==> src/rtl/gpu_pkg.sv <==
// rtl/gpu_pkg.sv - shared lane count, FSM state and lane index types for the memory stage
package gpu_pkg;

  localparam int LANES = 3;

  typedef enum logic [1:0] {
    IDLE   = 2'd0,
    ACCESS = 2'd1,
    DONE   = 2'd2
  } mem_state_t;

  typedef logic [1:0] lane_t;

endpackage

==> src/rtl/mem_access_stage_if.sv <==
// rtl/mem_access_stage_if.sv - single-port data-memory request/ack handshake
interface mem_access_stage_if #(
  parameter int N      = 18,
  parameter int ADDR_W = 16
) ();

  logic              mem_req;
  logic              mem_we;
  logic [ADDR_W-1:0] mem_addr;
  logic [N-1:0]      mem_wdata;
  logic [N-1:0]      mem_rdata;
  logic              mem_ack;

  // The pipeline stage issues requests; the memory answers with data and ack.
  modport master (
    output mem_req, mem_we, mem_addr, mem_wdata,
    input  mem_rdata, mem_ack
  );

  modport slave (
    input  mem_req, mem_we, mem_addr, mem_wdata,
    output mem_rdata, mem_ack
  );

endinterface

==> src/rtl/mem_watchdog.sv <==
// rtl/mem_watchdog.sv - ack watchdog counter with clear/enable and a single expired flag
module mem_watchdog #(
  parameter int TIMEOUT = 15
) (
  input  logic clk,
  input  logic reset,
  input  logic clear,
  input  logic en,
  output logic expired
);

  localparam int CW = $clog2(TIMEOUT + 1);

  logic [CW-1:0] count;

  // Count enabled cycles since the last clear; hold once the limit is reached.
  always_ff @(posedge clk or negedge reset) begin
    if (!reset) begin
      count <= '0;
    end else if (clear) begin
      count <= '0;
    end else if (en && !expired) begin
      count <= count + CW'(1);
    end
  end

  // Expired on the TIMEOUT-th consecutive enabled cycle without a clear.
  assign expired = en && (count == CW'(TIMEOUT - 1));

endmodule

==> src/rtl/mem_access_stage.sv <==
// rtl/mem_access_stage.sv - memory stage: serial 3-lane load/store sequencer, optional MEM_TIMEOUT_EN watchdog
module mem_access_stage
  import gpu_pkg::*;
#(
  parameter int N       = 18,
  parameter int ADDR_W  = 16,
  parameter int TIMEOUT = 15
) (
  input  logic                  clk,
  input  logic                  reset,
  input  logic                  in_valid,
  input  logic [N-1:0]          alu_result [0:LANES-1],
  input  logic [N-1:0]          write_data [0:LANES-1],
  input  logic [3:0]            wa3,
  input  logic                  pcsrc,
  input  logic                  regwrite,
  input  logic                  memtoreg,
  input  logic                  memwrite,
  output logic                  stall,
  mem_access_stage_if.master    mem,
  output logic                  out_valid,
  output logic [N-1:0]          read_data_o [0:LANES-1],
  output logic [N-1:0]          alu_out_o [0:LANES-1],
  output logic [3:0]            wa3_o,
  output logic                  pcsrc_o,
  output logic                  regwrite_o,
  output logic                  memtoreg_o,
  output logic                  mem_err
);

  mem_state_t        state, state_next;
  lane_t             lane;
  logic              mem_op;
  logic              is_load;
  logic              last_ack;
  logic              timeout;
  logic [ADDR_W-1:0] base;

  // Upstream holds the instruction while stalled, so its fields stay usable throughout ACCESS.
  assign mem_op   = in_valid && (memtoreg || memwrite);
  assign is_load  = !memwrite;
  assign base     = alu_result[0][ADDR_W-1:0];
  assign last_ack = mem.mem_ack && (lane == lane_t'(LANES - 1));

`ifdef MEM_TIMEOUT_EN
  logic wd_expired;

  mem_watchdog #(.TIMEOUT(TIMEOUT)) u_watchdog (
    .clk     (clk),
    .reset   (reset),
    .clear   ((state != ACCESS) || mem.mem_ack),
    .en      (state == ACCESS),
    .expired (wd_expired)
  );

  // An ack arriving on the limit cycle still wins over the timeout.
  assign timeout = wd_expired && !mem.mem_ack;

  // Sticky error flag, cleared only by reset.
  always_ff @(posedge clk or negedge reset) begin
    if (!reset) begin
      mem_err <= 1'b0;
    end else if (timeout) begin
      mem_err <= 1'b1;
    end
  end
`else
  logic unused_timeout;
  assign unused_timeout = ^TIMEOUT;
  assign timeout        = 1'b0;
  assign mem_err        = 1'b0;
`endif

  // State register.
  always_ff @(posedge clk or negedge reset) begin
    if (!reset) begin
      state <= IDLE;
    end else begin
      state <= state_next;
    end
  end

  // Next-state logic; DONE never samples the inputs, so a held load is not re-issued.
  always_comb begin
    state_next = state;
    case (state)
      IDLE:    if (mem_op) state_next = ACCESS;
      ACCESS:  if (timeout || last_ack) state_next = DONE;
      DONE:    state_next = IDLE;
      default: state_next = IDLE;
    endcase
  end

  // Handshake and stall outputs; stall is gated by reset so it drops asynchronously too.
  always_comb begin
    mem.mem_req   = 1'b0;
    mem.mem_we    = 1'b0;
    mem.mem_addr  = '0;
    mem.mem_wdata = '0;
    if (state == ACCESS) begin
      mem.mem_req   = 1'b1;
      mem.mem_we    = memwrite;
      mem.mem_addr  = base + ADDR_W'(lane);
      mem.mem_wdata = write_data[lane];
    end
    stall = reset && ((state == ACCESS) || ((state == IDLE) && mem_op));
  end

  // Result registers and lane counter.
  always_ff @(posedge clk or negedge reset) begin
    if (!reset) begin
      lane       <= '0;
      out_valid  <= 1'b0;
      wa3_o      <= '0;
      pcsrc_o    <= 1'b0;
      regwrite_o <= 1'b0;
      memtoreg_o <= 1'b0;
      for (int i = 0; i < LANES; i++) begin
        read_data_o[i] <= '0;
        alu_out_o[i]   <= '0;
      end
    end else begin
      case (state)
        IDLE: begin
          lane       <= '0;
          out_valid  <= in_valid && !mem_op;
          wa3_o      <= wa3;
          pcsrc_o    <= pcsrc;
          regwrite_o <= regwrite;
          memtoreg_o <= memtoreg;
          for (int i = 0; i < LANES; i++) begin
            read_data_o[i] <= '0;
            alu_out_o[i]   <= alu_result[i];
          end
        end
        ACCESS: begin
          if (timeout) begin
            out_valid  <= 1'b1;
            regwrite_o <= 1'b0;
            for (int i = 0; i < LANES; i++) begin
              read_data_o[i] <= '0;
            end
          end else if (mem.mem_ack) begin
            if (is_load) begin
              read_data_o[lane] <= mem.mem_rdata;
            end
            lane      <= lane + lane_t'(1);
            out_valid <= last_ack;
          end
        end
        default: begin
          out_valid <= 1'b0;
        end
      endcase
    end
  end

endmodule

==> src/flat_wrapper.sv <==
// flat-port wrapper written by rule: the top's interface ports become plain ports
module mem_access_stage_flat import gpu_pkg::*;
#(
  parameter int N       = 18,
  parameter int ADDR_W  = 16,
  parameter int TIMEOUT = 15
)
  (clk, reset, in_valid, alu_result, write_data, wa3, pcsrc, regwrite, memtoreg, memwrite, stall, out_valid, read_data_o, alu_out_o, wa3_o, pcsrc_o, regwrite_o, memtoreg_o, mem_err, mem_mem_req, mem_mem_we, mem_mem_addr, mem_mem_wdata, mem_mem_rdata, mem_mem_ack);
  mem_access_stage_if #(.N(N), .ADDR_W(ADDR_W)) mem_i ();
  input  logic clk;
  input  logic reset;
  input  logic in_valid;
  input  logic [N-1:0] alu_result[0:LANES-1];
  input  logic [N-1:0] write_data[0:LANES-1];
  input  logic [3:0] wa3;
  input  logic pcsrc;
  input  logic regwrite;
  input  logic memtoreg;
  input  logic memwrite;
  output logic stall;
  output logic out_valid;
  output logic [N-1:0] read_data_o[0:LANES-1];
  output logic [N-1:0] alu_out_o[0:LANES-1];
  output logic [3:0] wa3_o;
  output logic pcsrc_o;
  output logic regwrite_o;
  output logic memtoreg_o;
  output logic mem_err;
  output wire logic [$bits(mem_i.mem_req)-1:0] mem_mem_req;
  output wire logic [$bits(mem_i.mem_we)-1:0] mem_mem_we;
  output wire logic [$bits(mem_i.mem_addr)-1:0] mem_mem_addr;
  output wire logic [$bits(mem_i.mem_wdata)-1:0] mem_mem_wdata;
  input wire logic [$bits(mem_i.mem_rdata)-1:0] mem_mem_rdata;
  input wire logic [$bits(mem_i.mem_ack)-1:0] mem_mem_ack;
  assign mem_mem_req = mem_i.mem_req;
  assign mem_mem_we = mem_i.mem_we;
  assign mem_mem_addr = mem_i.mem_addr;
  assign mem_mem_wdata = mem_i.mem_wdata;
  assign mem_i.mem_rdata = mem_mem_rdata;
  assign mem_i.mem_ack = mem_mem_ack;
  mem_access_stage #(.N(N), .ADDR_W(ADDR_W), .TIMEOUT(TIMEOUT)) u_core (.clk(clk), .reset(reset), .in_valid(in_valid), .alu_result(alu_result), .write_data(write_data), .wa3(wa3), .pcsrc(pcsrc), .regwrite(regwrite), .memtoreg(memtoreg), .memwrite(memwrite), .stall(stall), .mem(mem_i), .out_valid(out_valid), .read_data_o(read_data_o), .alu_out_o(alu_out_o), .wa3_o(wa3_o), .pcsrc_o(pcsrc_o), .regwrite_o(regwrite_o), .memtoreg_o(memtoreg_o), .mem_err(mem_err));
endmodule
==> config.mk <==
export PLATFORM = sky130hd
export DESIGN_NAME = mem_access_stage_flat
export DESIGN_NICKNAME = d
export VERILOG_FILES = /design/src/rtl/gpu_pkg.sv /design/src/rtl/mem_access_stage_if.sv /design/src/rtl/mem_watchdog.sv /design/src/rtl/mem_access_stage.sv /design/src/flat_wrapper.sv
export SDC_FILE = /design/constraint.sdc
export NUM_CORES = 1
export LEC_CHECK = 0
export ABC_CLOCK_PERIOD_IN_PS = 2700
export CORE_MARGIN = 8
export CORE_UTILIZATION = 39
export CTS_BUF_LIST = sky130_fd_sc_hd__clkbuf_8 sky130_fd_sc_hd__clkbuf_16
export CTS_CLUSTER_DIAMETER = 150
export DETAILED_ROUTE_END_ITERATION = 10
export PLACE_DENSITY = 0.8
export REMOVE_ABC_BUFFERS = 1
export SYNTH_ARGS = -nofsm -noshare
export SYNTH_HDL_FRONTEND = slang
export SYNTH_SLANG_ARGS = --single-unit
==> constraint.sdc <==
create_clock -name clk -period 2.7 [get_ports clk]
set_input_delay 0.54 -clock clk [delete_from_list [all_inputs] [get_ports clk]]
set_output_delay 0.54 -clock clk [all_outputs]
set_load 0.005 [all_outputs]
======== Yosys cells after proc, flatten, opt, wreduce, memory -nomap -nowiden ========
Index checks and enable logic that the tools add are counted.
operators by class
  shift-type cells ........................ 0
  add/subtract/negate cells ............... 2
  order comparisons ....................... 2
  reductions and logical operators ........ 14
  bitwise operators ....................... 1
  multiplexer cells ....................... 20
  equal/unequal tests ..................... 6
  divide/modulo/power cells ............... 0
  multiply operators ...................... 0
operators by type and width
  kind                                                                          count
  54-bit two-way mux                                                            2
  54-bit one-hot mux with 2 select lines                                        1
  18-bit two-way mux                                                            4
  54-bit bitwise mux                                                            1
  18-bit binary-select mux with 2-bit select                                    1
  18-bit demux with 2-bit select                                                1
  16-bit by 2-bit adder with 16-bit output                                      1
  16-bit two-way mux                                                            1
  2-bit one-hot mux with 2 select lines                                         2
  1-bit logical AND                                                             6
  2-bit two-way mux                                                             3
  2-bit by 1-bit inequality test with 1-bit output, second input constant       2
  2-bit inequality test, second input constant                                  2
  2-bit AND reduction                                                           2
  3-bit >= comparator, second input constant                                    1
  3-bit by 1-bit less-than comparator with 1-bit output, second input constant  1
  1-bit two-way mux                                                             3
  2-bit inverter with 3-bit output                                              1
  3-bit AND reduction                                                           1
  2-bit by 1-bit adder with 2-bit output, second input constant                 1
  2-bit by 1-bit equality test with 1-bit output, second input constant         1
  2-bit equality test, second input constant                                    1
  2-bit logical NOT                                                             1
  1-bit logical OR                                                              2
  3 further kinds                                                               3
word-level totals
  bits in latches ......................... 0
  input bits .............................. 138
  memories kept ........................... 0
  RAM bits ................................ 0
  word-level logic and storage cells ...... 58
  flip-flop bits (word level) ............. 120
  output and inout bits ................... 154
  memory bits (read-only) ................. 0

======== Longest topological paths before layout ========
Gate-level depths: netlist (run 1).
  word-level depth ........................ 9
  mapped depth ............................ 10
  depth with buffers taken out ............ 6

======== Least setup slack after synthesis (run 1) ========
Ideal clock, no wire load.
  kind .................................... input -> output
  start point ............................. input alu_result[36] in the netlist's numbering
  end point ............................... output mem_mem_addr[12]
  path slack .............................. 351 ps
  buffers on the path ..................... 0
  data required time ...................... 2,160 ps
  arrival time ............................ 1,809 ps
  stages .................................. 6
  cells stage by stage .................... ha_1 > fa_1 > nand3_1 > or2_1 > or3_1 > a21oi_1
on the way
  word-level cells in the longest chain between the ends .. 2
ends and longest elaborated chain
  element                                   RTL line                 text
  from (decl)                               flat_wrapper.sv:13       input logic [N-1:0] alu_result[0:LANES-1];
  16-bit by 2-bit adder with 16-bit output  mem_access_stage.sv:103  mem.mem_addr = base + ADDR_W'(lane);
  16-bit two-way mux                        mem_access_stage.sv:100  if (state == ACCESS) begin
  to (decl)                                 flat_wrapper.sv:31       output wire logic [$bits(mem_i.mem_addr)-1:0] mem_mem_addr;
Every way passes these cells.

======== Worst setup path in the final report (run 1) ========
  start point ............................. input alu_result[45] in the netlist's numbering
  end point ............................... output mem_mem_addr[15]
Same word-level chain as after synthesis.

==> key figures, run 1 <==
Outcome
  • Status: finished with violations
  • Failing checks: negative setup slack

Clock tree
  • CTS tree: yes
  • Skew-Pair Late Insertion Delay: 0.41 ns
  • Root Buffer: clkbuf_16
  • CTS clk-pin slew, worst paths: 0.06 ns
  • Cts bufs inserted: 17
  • Longest Clk Path Bufs: 2
  • H-tree Lvls: 4
  • Sink Count: 120

Detailed routing
  • # DRC: 0
  • Wire per inst: 19.69 microns
  • Routed wire length: 19480 microns
  • Initial drt markers: 187
  • Via/cell ratio: 5.025
  • Number of nets with antenna violations after routing: 0
  • DR vias: 4970
  • Drt pass-1 iters: 4

GRT
  • Gr usage total: 21.34%
  • Largest net degree at the start of global routing: 64
  • Vias in the first global route: 5483
  • First-pass GRT wire length: 30390 microns
  • Global route overflow: 0
  • Initial antenna violation count: 0

Timing
  • Relative slew slack: 31.65%
  • RSZ-0062 raised after global routing: true
  • Fmax: 368.7 MHz
  • Fin crit period: 2.712 ns
  • Slew @ Worst Pin: 1.025 ns
  • Final setup viols: 1
  • Final period util: 100.5%
  • Slew Viols, Final: 0
  • Fin. Hold Viols: 0
  • Final clock skew: 0.009141 ns
  • Setup slack after layout: -0.01218 ns

Synth
  • Post-synth top flop: dfrtp_1
  • Synth unique cells: 40
  • Post-synthesis area per instance: 11.42 sq um
  • Synth area leaders: dfrtp_1 (56%), mux2_2 (9.4%), a22o_1 (5.8%)
  • Count leader, synth: dfrtp_1
  • Register area share after synthesis: 55.59%
  • Ys async rst share: 100.0%
  • Synth area leader: dfrtp_1
  • Post-Syn Area: 0.005401 sq mm
  • Cell count after synthesis: 473
  • Yosys top cell area share: 55.59%
  • EDFF count, synth: 0
  • Commonest cells post-synth: dfrtp_1 (120), nor2_1 (51), mux2_2 (45), nand2_1 (45), a22o_1 (36)
  • Synth Warn #: 0
  • Flops & latches, synth: 120

Placement
  • Post-DP HPWL: 14640 microns
  • Routability Congestion: 0.8762
  • Number of port buffers: 290
  • Dpl cells: 949
  • Pre-CTS setup slack: -0.6326 ns

Layout
  • Fin cells: 989
  • Share of layout cells above drive strength 1: 19.28%
  • Fin util: 69.43%
  • NumNets Final: 940
  • Ant. Diodes: 0
  • Area Growth Syn to Fin: 76.35%

Setup path
  • Crit path DAT: 2.17 ns
  • Crit-path max cell delay: 0.51 ns
  • Crit-path cells: clkdlybuf4s50_1 -> and4_4 -> nand4_4 -> or4_1 -> a21oi_1 -> buf_2
  • Critical Path Sink Type: primary output
  • CP max stage cell: or4_1
  • Crit path launch type: primary input
  • Critical path required time: 2.16 ns
  • WS Path Type: primary input to primary output
  • Worst-path maximum fanout: 4

Pwr
  • Total power: 10.68 mW
  • Worst VDD drop: 0.0005592 V
  • Pwr dens: 1121 mW/mm^2
  • P_leak: 4.127 nW

Min path
  • Hold crit path type: primary input to asynchronous set/reset pin

Floorplan
  • Initial core utilization: 39.37%
  • Die area: 0.01787 sq mm
  • CORE AREA: 0.01372 sq mm
  • Die extent in y: 133.7 microns
  • Row count: 43
  • Die X: 133.7 microns
  • IO Count: 292

Run
  • Max_cap viols: 0
-- area by class of cell --
cell class	count	area, sq um
multi-input cells	317	2364
clock buffers	17	425.4
well taps	180	225.2
repair buffers	335	3273
clock inverters	15	214.0
fillers	1018	4194
inverters	5	18.77
flip-flops and latches	120	3005
-- timing repair --
item                       in CTS  in global routing
setup endpoints to repair      33                 28
gates cloned                    0                  2
pin swaps                      13                  7
gates resized for setup        67                 26
setup buffers                   5                  2
hold buffers                    0                  0
-- worst paths after layout --
path                                          end  slack (ns)  cells after the start                  from
max reg2reg                u_core.read_data_o[11]        0.45                      7        u_core.lane[1]
min reg2reg                  u_core.alu_out_o[21]        0.49                      1  u_core.alu_out_o[21]
max in group asynchronous  u_core.read_data_o[23]        1.84                      2                 reset
min in group clk             u_core.alu_out_o[21]        0.49                      1  u_core.alu_out_o[21]
max                              mem_mem_addr[15]       -0.01                      6        alu_result[45]
min                           u_core.alu_out_o[4]        0.30                      2                 reset
-- worst max-delay path: cells and delay by family --
family / cells / cell delay [ns]
and+or+nand+nor: 3 / 0.87
buffers and inverters: 2 / 0.62
AOI/OAI and AO/OA: 1 / 0.15
-- through the flow --
stage	cell area, sq um	setup TNS (ns)	hold WS (ns)
global placement	8676	-6.026	0.4679
CTS	9444	-0.1349	0.3320
detailed placement	8676	-6.704	0.4788
global route	9525	-0.4493	0.3619
floorplan	5253	-56.51	0.2444
finish	9525	-0.01218	0.3006
-- state kept, by name, summed over array words and instances, names as in the netlist --
register and count:
u_core.regwrite_o 1, u_core.alu_out_o 54, u_core.wa3_o 4, u_core.read_data_o 54, u_core.pcsrc_o 1, u_core.state 2, u_core.memtoreg_o 1, u_core.lane 2
u_core.out_valid 1
-- power breakdown --
group	internal [mW]	switching (mW)	total, mW	leakage [nW]
Combinational	3.08	2.09	5.16	2.31
Clock	1.57	0.861	2.43	0.306
Sequential	2.62	0.466	3.09	1.51
Total	7.26	3.42	10.7	4.13
-- cell usage in the layout, fill, tap and decap left out, drive strengths merged, types with 4 or more instances in the layout --
master,synthesis,routed
dlygate4sd2,0,12
bufinv,0,4
nor2,53,53
ha,5,5
buf,23,51
xor2,4,4
inv,5,11
a21o,4,4
dfrtp,120,120
a22o,36,36
o21ai,24,24
nand3,4,4
clkdlybuf4s50,0,261
xnor2,7,7
and2,4,4
clkbuf,8,22
nand4,5,5
a21oi,24,24
nand2,45,45
mux2,61,61
mux2i,18,18
dlymetal6s2s,0,6
-- routing by layer --
layer / global-route usage (%) / vias to the layer above / share of wire, %
met1: 23.19 / 2428 / 37
li1: - / 2304 / -
met4: 7.923 / 0 / 2.6
met5: 0 / - / 0
met2: 37.67 / 208 / 53
met3: 7.191 / 30 / 7.7
-- logic make-up after synthesis --
| logic type | after synthesis | share of synthesized area [%] |
|---|---|---|
| other | 1 | 0.06943 |
| adders and majority gates | 6 | 1.529 |
| and+or+nand+nor | 130 | 10.72 |
| buffers and inverters | 36 | 3.104 |
| AOI/OAI and AO/OA | 90 | 11.14 |
| muxes | 79 | 16.05 |
| xor gates and xnor gates | 11 | 1.784 |
| DFF | 120 | 55.59 |
No activity file was read; power rests on OpenSTA's default activity.
==> run 2: changes to the inputs <==
CAP_MARGIN = 25   (was default)
CORE_UTILIZATION = 53   (was 39)
DONT_BUFFER_PORTS = 1   (was default)
PLACE_DENSITY = 0.68   (was 0.8)
==> run 2 against run 1 <==
  * The flow finishes with violations (negative hold slack)
  * Final cell count down 37%
  * Sequential power increased by 10%
  * Sequential cell count is the same
  * Clock-buffer cell count grew 1
  * Combinational power fell by 53%
  * Wire length fell by 21%
  * Non-clock buffer count shrank 325
  * Global-route usage rose by 0.27 points
  * Design area is 35% lower
  * Sequential share of layout area increased by 17 points
  * Clock skew shrank 0.00056 ns
  * Clock power decreased by 11%
  * Critical path type is now register to primary output
  * Highest routed layer unchanged
==> key figures, run 2 (synthesis gave the netlist of run 1 again) <==
Detailed routing
  • Initial drt markers: 208
  • Via/cell ratio: 6.081
  • Drt pass-1 iters: 4
  • Wire per inst: 24.65 microns
  • Routed wire length: 15310 microns
  • Number of nets with antenna violations after routing: 0
  • # DRC: 0
  • DR vias: 3776

GRT
  • Largest net degree at the start of global routing: 122
  • Initial antenna violation count: 1
  • Vias in the first global route: 3827
  • Gr usage total: 21.61%
  • Global route overflow: 0
  • First-pass GRT wire length: 22250 microns

Floorplan
  • CORE AREA: 0.01009 sq mm
  • IO Count: 292
  • Row count: 37
  • Die extent in y: 117.0 microns
  • Die area: 0.01368 sq mm
  • Initial core utilization: 53.52%
  • Die X: 117.0 microns

Layout
  • Largest regs: u_core.alu_out_o x54, u_core.read_data_o x54, u_core.wa3_o x4
  • Fin cells: 621
  • Area Growth Syn to Fin: 14.34%
  • Area of the multi-input gates: 0.002311 sq mm
  • Share of layout cells above drive strength 1: 21.28%
  • Seq. cell area: 0.003004 sq mm
  • NumNets Final: 615
  • Fillers: 789
  • Fin util: 61.20%
  • Commonest non-fill, non-tap cell in the layout: dfrtp_1
  • Design Area, Final: 0.006176 sq mm
  • Most frequent cells in the layout: dfrtp_1 (119), nor2_1 (50), nand2_1 (45), mux2_2 (45), a22o_1 (36)

Timing
  • Relative slew slack: 40.83%
  • Final setup viols: 0
  • Slew Viols, Final: 0
  • Fin. Hold Viols: 120
  • Setup Total Neg Slack: 0 ns
  • Final clock skew: 0.008577 ns
  • RSZ-0062 raised after global routing: true
  • Fin crit period: 2.666 ns
  • Min Hold Slack: -0.2681 ns
  • Fmax: 375.1 MHz
  • Slew @ Worst Pin: 0.8866 ns
  • Final period util: 98.74%
  • Setup slack after layout: 0.03403 ns

Pwr
  • P_leak: 2.673 nW
  • Pwr dens: 1295 mW/mm^2
  • Worst VDD drop: 0.0007249 V
  • Total power: 7.998 mW

Setup path
  • Worst-path maximum fanout: 5
  • RR Startpoint: u_core.lane[1]
  • Critical Path Sink Type: primary output
  • Crit path DAT: 2.13 ns
  • Crit path launch type: register
  • CP startpoint: u_core.lane[0]
  • Critical path required time: 2.16 ns
  • WS Path Type: register to primary output

Min path
  • Hold crit path type: primary input to asynchronous set/reset pin

Clock tree
  • Cts bufs inserted: 17
  • Sink Count: 120
  • CTS tree: yes
  • Root Buffer: clkbuf_8
  • Skew-Pair Late Insertion Delay: 0.50 ns
  • CTS clk-pin slew, worst paths: 0.06 ns
  • H-tree Lvls: 4
  • Longest Clk Path Bufs: 2

Outcome
  • Failing checks: negative hold slack
  • Status: finished with violations

Placement
  • Pre-CTS setup slack: 0.1867 ns
  • Post-DP HPWL: 11240 microns
  • Routability Congestion: 0.8909
  • Dpl cells: 584
  • Post-placement cell area: 0.005488 sq mm
  • Number of port buffers: 0

Run
  • Max_cap viols: 0
-- run 2: cell types whose count changed in the layout (fill, tap and decap cells not counted), moves of 4 or more --
cell | before | now
clkdlybuf4s50_1 | 261 | 0
buf_4 | 34 | 8
dlygate4sd2_1 | 12 | 0
buf_6 | 8 | 1
buf_2 | 6 | 0
dlymetal6s2s_1 | 6 | 0
clkbuf_2 | 4 | 0
-- run 2: final timing paths --
path | cells after the start | to | slack [ns]
min in group clk | 1 | u_core.state[0] | 0.14
worst min register to register | 1 | u_core.alu_out_o[10] | 0.52
worst max register to register | 7 | u_core.read_data_o[47] | 0.58
worst min-delay path | 0 | u_core.alu_out_o[18] | -0.27
max in group asynchronous | 0 | u_core.read_data_o[47] | 2.79
worst max-delay path | 6 | mem_mem_addr[12] | 0.03
-- run 2: repair_timing --
action                                 4_1_cts  5_1_grt
endpoints found under the hold margin      120      120
setup endpoints to repair                    4       13
pin swaps                                    5        2
setup buffers                                4        1
resized for setup                            9        6
-- run 2: cell type report --
cell class,instances,share of cell area (%)
diodes,1,0.04052
clock buffers,18,6.929
clock inverters,14,2.431
inverters,5,0.3039
multi-input cells,317,37.42
flip-flops and latches,120,48.64
well taps,136,2.755
repair buffers,10,1.479
-- run 2: where the power goes --
| part | total [mW] | internal (mW) | switching [mW] |
|---|---|---|---|
| logic | 2.42 | 1.13 | 1.29 |
| registers | 3.41 | 2.63 | 0.781 |
| clock network | 2.17 | 1.34 | 0.824 |
| total | 8.00 | 5.10 | 2.90 |
-- run 2: worst max-delay path: stages, from the launching register on --
cell and delay [ns]:
dfrtp_1 0.40, ha_4 0.16, fa_2 0.23, nand3_4 0.10, or2_4 0.26, or3_4 0.33
a21oi_2 0.15
-- run 2: per-layer routing --
metal  vias to the layer above  routed length [microns]  global-route usage, %
met4                         0                      552                  11.86
met1                      1858                     5217                  21.94
met3                        41                     1906                  10.52
met2                       230                     7634                  36.00
met5                         -                        0                      0
li1                       1647                        -                      -
